**src/rtl/qam_ctrl_pkg.sv**
```systemverilog
// qam_ctrl_pkg: shared state encoding and constants for the QAM transmit sequencer.
package qam_ctrl_pkg;
  typedef enum logic [2:0] {
    IDLE     = 3'd0,
    WARMUP   = 3'd1,
    PREAMBLE = 3'd2,
    DATA     = 3'd3,
    TAIL     = 3'd4
  } state_t;
  localparam int BITS_PER_SYM = 4;
  localparam logic SRC_PRE = 1'b1;
  localparam logic SRC_MSEQ = 1'b0;
endpackage

```
**src/rtl/clk_en_div.sv**
```systemverilog
// clk_en_div: modulo-N counter with sync clear and a registered, gated enable pulse.
module clk_en_div #(
  parameter int N = 2
) (
  input  logic clk,
  input  logic rst,
  input  logic clr,
  input  logic en,
  input  logic gate,
  output logic pulse
);
  localparam int W = N > 1 ? $clog2(N) : 1;
  logic [W-1:0] cnt, nxt;
  always_comb nxt = clr ? '0 : en ? (cnt == W'(N - 1) ? '0 : cnt + W'(1)) : cnt;
  // pulse is high in exactly the cycles where cnt sits at its terminal value and gate was granted
  always_ff @(posedge clk or posedge rst)
    if (rst) begin
      cnt <= '0;
      pulse <= 1'b0;
    end else begin
      cnt <= nxt;
      pulse <= gate && nxt == W'(N - 1);
    end
endmodule

```
**src/rtl/qam_tx_sequencer.sv**
```systemverilog
// qam_tx_sequencer: burst controller producing clock enables and gating for the QAM
// transmit chain (warm-up, preamble, payload, flush tail).
module qam_tx_sequencer #(
  parameter int BIT_DIV  = 8,
  parameter int CW_DIV   = 2,
  parameter int WARM_CYC = 16,
  parameter int PRE_SYMS = 4
) (
  input  logic       clk,
  input  logic       rst,
  input  logic       start,
  input  logic [7:0] burst_len,
  input  logic       abort,
  output logic       busy,
  output logic       done,
  output logic       aborted,
  output logic       bit_en,
  output logic       sym_en,
  output logic       cw_en,
  output logic       src_sel,
  output logic       mod_en,
  output logic [2:0] state
);
  import qam_ctrl_pkg::*;
  localparam int SYM_CYC = BITS_PER_SYM * BIT_DIV;
  localparam int CYC_MAX = WARM_CYC > SYM_CYC ? WARM_CYC : SYM_CYC;
  localparam int CYW = $clog2(CYC_MAX + 1);
  state_t cur, nxt;
  logic [CYW-1:0] cyc;
  logic [7:0] scnt, len;
  logic go, run, gate_bit;
  assign state = cur;
  assign go = cur == IDLE && start;
  assign run = cur == PREAMBLE || cur == DATA || cur == TAIL;
  assign gate_bit = nxt == PREAMBLE || nxt == DATA;
  // symbol boundaries come from sym_en, which is registered, so there is no comb loop through nxt
  always_comb begin
    nxt = cur;
    case (cur)
      IDLE:     nxt = start ? WARMUP : IDLE;
      WARMUP:   if (cyc == CYW'(WARM_CYC - 1)) nxt = PREAMBLE;
      PREAMBLE: if (sym_en && scnt == 8'(PRE_SYMS - 1)) nxt = len == 8'd0 ? TAIL : DATA;
      DATA:     if (sym_en && scnt == len - 8'd1) nxt = TAIL;
      TAIL:     if (cyc == CYW'(SYM_CYC - 1)) nxt = IDLE;
      default:  nxt = IDLE;
    endcase
    if (abort && cur != IDLE) nxt = IDLE;
  end
  always_ff @(posedge clk or posedge rst)
    if (rst) begin
      cur <= IDLE;
      cyc <= '0;
      scnt <= '0;
      len <= '0;
      busy <= 1'b0;
      done <= 1'b0;
      aborted <= 1'b0;
      src_sel <= 1'b0;
      mod_en <= 1'b0;
    end else begin
      cur <= nxt;
      cyc <= nxt != cur ? '0 : cyc + CYW'(1);
      scnt <= nxt != cur ? '0 : scnt + 8'(sym_en);
      if (go) len <= burst_len;
      busy <= nxt != IDLE;
      done <= cur == TAIL && nxt == IDLE && !abort;
      aborted <= abort && cur != IDLE;
      src_sel <= nxt == PREAMBLE ? SRC_PRE : SRC_MSEQ;
      mod_en <= nxt == PREAMBLE || nxt == DATA || nxt == TAIL;
    end
  clk_en_div #(.N(BIT_DIV)) u_bit (
    .clk(clk), .rst(rst), .clr(go), .en(run), .gate(gate_bit), .pulse(bit_en)
  );
  clk_en_div #(.N(SYM_CYC)) u_sym (
    .clk(clk), .rst(rst), .clr(go), .en(run), .gate(gate_bit), .pulse(sym_en)
  );
  clk_en_div #(.N(CW_DIV)) u_cw (
    .clk(clk), .rst(rst), .clr(go), .en(cur != IDLE), .gate(nxt != IDLE), .pulse(cw_en)
  );
endmodule

```
**config.mk**
```make
export PLATFORM = sky130hd
export DESIGN_NAME = qam_tx_sequencer
export DESIGN_NICKNAME = d
export VERILOG_FILES = /design/src/rtl/qam_ctrl_pkg.sv /design/src/rtl/clk_en_div.sv /design/src/rtl/qam_tx_sequencer.sv
export SDC_FILE = /design/constraint.sdc
export NUM_CORES = 1
export LEC_CHECK = 0
export ABC_AREA = 1
export CORE_MARGIN = 2
export CORE_UTILIZATION = 62
export CTS_CLUSTER_SIZE = 8
export DETAILED_ROUTE_END_ITERATION = 6
export PLACE_DENSITY = 0.88
export SKIP_LAST_GASP = 1
export SLEW_MARGIN = 10
export SYNTH_ARGS = -nofsm -noshare
export SYNTH_HDL_FRONTEND = slang
export SYNTH_HIERARCHICAL = 1
export SYNTH_SLANG_ARGS = --single-unit
export TNS_END_PERCENT = 50
```
**constraint.sdc**
```tcl
create_clock -name clk -period 3.57 [get_ports clk]
set_input_delay 1.071 -clock clk [delete_from_list [all_inputs] [get_ports clk]]
set_output_delay 1.071 -clock clk [all_outputs]
set_load 0.02 [all_outputs]
```
==> reports/metrics.yaml <==
p_per_area_nw_per_um2: 577
yosysWarnings: 6
grt_first_pass_wirelength_um: 8810
antenna_found_initial: 0
synth.distinct_cells: 29
fp.dieW_um: 67.6
rsz0062_at_grt: "false"
grt_usage_pct: 26.5
ir_worst_vdd_mv: 0.589
syn_to_final_growth_pct: 14.7
crit_path_cell_trace: "clkdlybuf4s50_1 > nand3_1 > clkinv_1 > a21oi_2 > nand2_1 > nor2_1 > nand3_1 > nor2_1"
ant_nets: 0
maxCapViolCount: 0
place.port_buffers: 22
synth_top_cell_area_share_pct: 41.9
via_per_inst: 5.11
ys_seq_area_share_pct: 41.9
pre_cts_slack_ns: 0.830
syn_inst: 316
worstPathArrival_ns: 2.76
end_kind: "register"
io_pins: 23
grt_pass1_vias: 2031
worstMarginPinSlew_ns: 0.535
nets: 364
clkSinkCount: 42
cts-hold-fix-buffers: 0
clkTransAtPathRegs_ns: 0.09
grt_max_degree: 31
r2r_cells: 17
hpwl_um: 3780
crit_type: "primary input to register"
critPathLaunchType: "primary input"
synth.avg_cell_area_um2: 7.93
cts_buffers: 5
drive_above_1_share_pct: 13.4
ys_ff_latch: 42
dieArea_um2: 4570
diodes: 0
clockBufferDepth: 2
dieHeight_um: 67.6
setup_tns_ns: 0
core_area_um2: 3940
setup_slack_ns: 1.05
whs_ns: 0.470
insertion_delay_ns: 0.30
holdPathEnd: "cyc[0]"
skew_ns: 0.00918
cts.repair.resized: 0
crit_slowest_cell: "clkinv_1"
synthTopCellsByArea: "dfrtp_1 42%, nand2_1 11%, inv_1 7.5%, nand3_1 6.0%, nor2_4 5.4%"
gp_congestion: 0.853
wl_um: 5370
syn_area_um2: 2510
hold_path_startpoint: "cyc[0]"
drc: 0
reg2reg_slack_ns: 1.10
fmax_mhz: 397
finalHoldViolations: 0
hp-class: "register to register"
crit_required_ns: 3.81
max_stage_delay_ns: 0.43
gr-total-overflow: 0
start_util_pct: 63.6
cts_setup_buffers: 0
syn_nets: 337
reg2reg_from: "len[0]"
synth_area_leader_cell: "dfrtp_1"
setup_viol: 0
reg2reg_to: "cyc[5]"
cp_max_fo: 21
fin_crit_sh_pct: 70.6
outcome: "finished, final reports clean"
num_rows: 23
hold_depth: 1
period_needed_ns: 2.52
leakagePower_nw: 1.41
drv_slew: 0
firstDrtPassIters: 4
wire_per_inst_um: 13.6
drtIter0Drc: 104
cts_tree: "done"
fin_util_pct: 73.0
via_count: 2014
slew_headroom_pct: 64.3
clockRootBuffer: "clkbuf_8"
ctsHtreeMaxLevel: 2
## registers in the layout, indices dropped and copies added (netlist names), 3 cells and up
register / count
len: 8
scnt: 8
cyc: 6
u_sym/cnt: 5
state: 3
u_bit/cnt: 3
## final cells by class
| class | count | area (um2) |
|---|---|---|
| Clock inverter | 3 | 45.0 |
| Tap cell | 50 | 62.6 |
| Multi-Input combinational cell | 214 | 1210 |
| Clock buffer | 5 | 68.8 |
| Timing Repair Buffer | 23 | 228 |
| Fill cell | 288 | 1070 |
| Inverter | 57 | 214 |
| Sequential cell | 42 | 1050 |
## metrics by stage
stage	total power, mW	area [um2]	std cells
after global routing	1.78	2880	394
after floorplan	1.16	2510	316
final	1.66	2880	394
after detailed placement	1.28	2760	386
after global placement	1.26	2760	386
after CTS	1.67	2880	394
## cells in the mapped netlist, drive strengths merged
library cell / instances
nor4: 1
nand4: 4
nor2: 45
nor3: 6
clkbuf: 1
o21ai: 12
xnor2: 3
clkinv: 3
and2: 1
nand3b: 3
nand3: 32
nand2: 87
xor2: 8
a21oi: 3
dfrtp: 42
inv: 54
buf: 2
ha: 9
## where the power goes
group	total, mW	switching (mW)	internal (mW)	leakage, nW
registers	0.633	0.0783	0.555	0.564
logic	0.644	0.434	0.210	0.794
clock network	0.383	0.175	0.208	0.0504
## how the worst max path moves through the flow
stage,from,end,cells after the start
finish,start,u_sym/pulse,8
global route,len[0],cyc[5],18
CTS,start,u_sym/pulse,8
detailed placement,start,u_sym/pulse,8
global placement,start,u_sym/pulse,8
floorplan,start,u_sym/pulse,8
## logic make-up (layout without fill, tap and decap cells)
| family | count (synthesis) | count (layout) | share of synthesized area, % |
|---|---|---|---|
| AO/OA/AOI/OAI | 15 | 15 | 3.29 |
| XOR/XNOR | 11 | 11 | 3.84 |
| adder cells (fa/ha/maj) | 9 | 9 | 4.49 |
| buffers and inverters | 60 | 88 | 9.93 |
| flip-flops | 42 | 42 | 41.9 |
| AND/OR/NAND/NOR | 179 | 179 | 36.5 |
## per-layer routing
metal / track usage (%) / vias to the layer above / wire length [um]
met5: 0 / - / 0
met4: 14.3 / 0 / 207
met3: 5.50 / 21 / 237
met2: 46.6 / 54 / 2720
met1: 29.8 / 916 / 2210
li1: - / 1023 / -
## critical path: cells and delay by family
family / cells / cell delay [ns]
AOI/OAI and AO/OA: 1 / 0.37
and+or+nand+nor: 5 / 0.48
buffers and inverters: 2 / 0.83
## placed cells by master, fill, tap and decap left out, types with 2 or more instances in the layout
| cell type | instances |
|---|---|
| clkinv_1 | 3 |
| clkdlybuf4s50_1 | 22 |
| nor2_4 | 12 |
| nand3_1 | 30 |
| ha_1 | 9 |
| nand4_1 | 4 |
| xnor2_1 | 3 |
| nor3_2 | 2 |
| nand2_4 | 3 |
| nand3b_1 | 3 |
| nor2_1 | 29 |
| nand2_1 | 76 |
| xor2_1 | 8 |
| nor2_2 | 4 |
| o21ai_1 | 2 |
| a21oi_2 | 2 |
| clkinvlp_4 | 2 |
| nor3_1 | 4 |
| inv_2 | 4 |
| clkbuf_8 | 5 |
| dfrtp_1 | 42 |
| inv_1 | 50 |
| nand2_2 | 8 |
| o21ai_0 | 10 |
No activity file was read; power rests on OpenSTA's default activity.
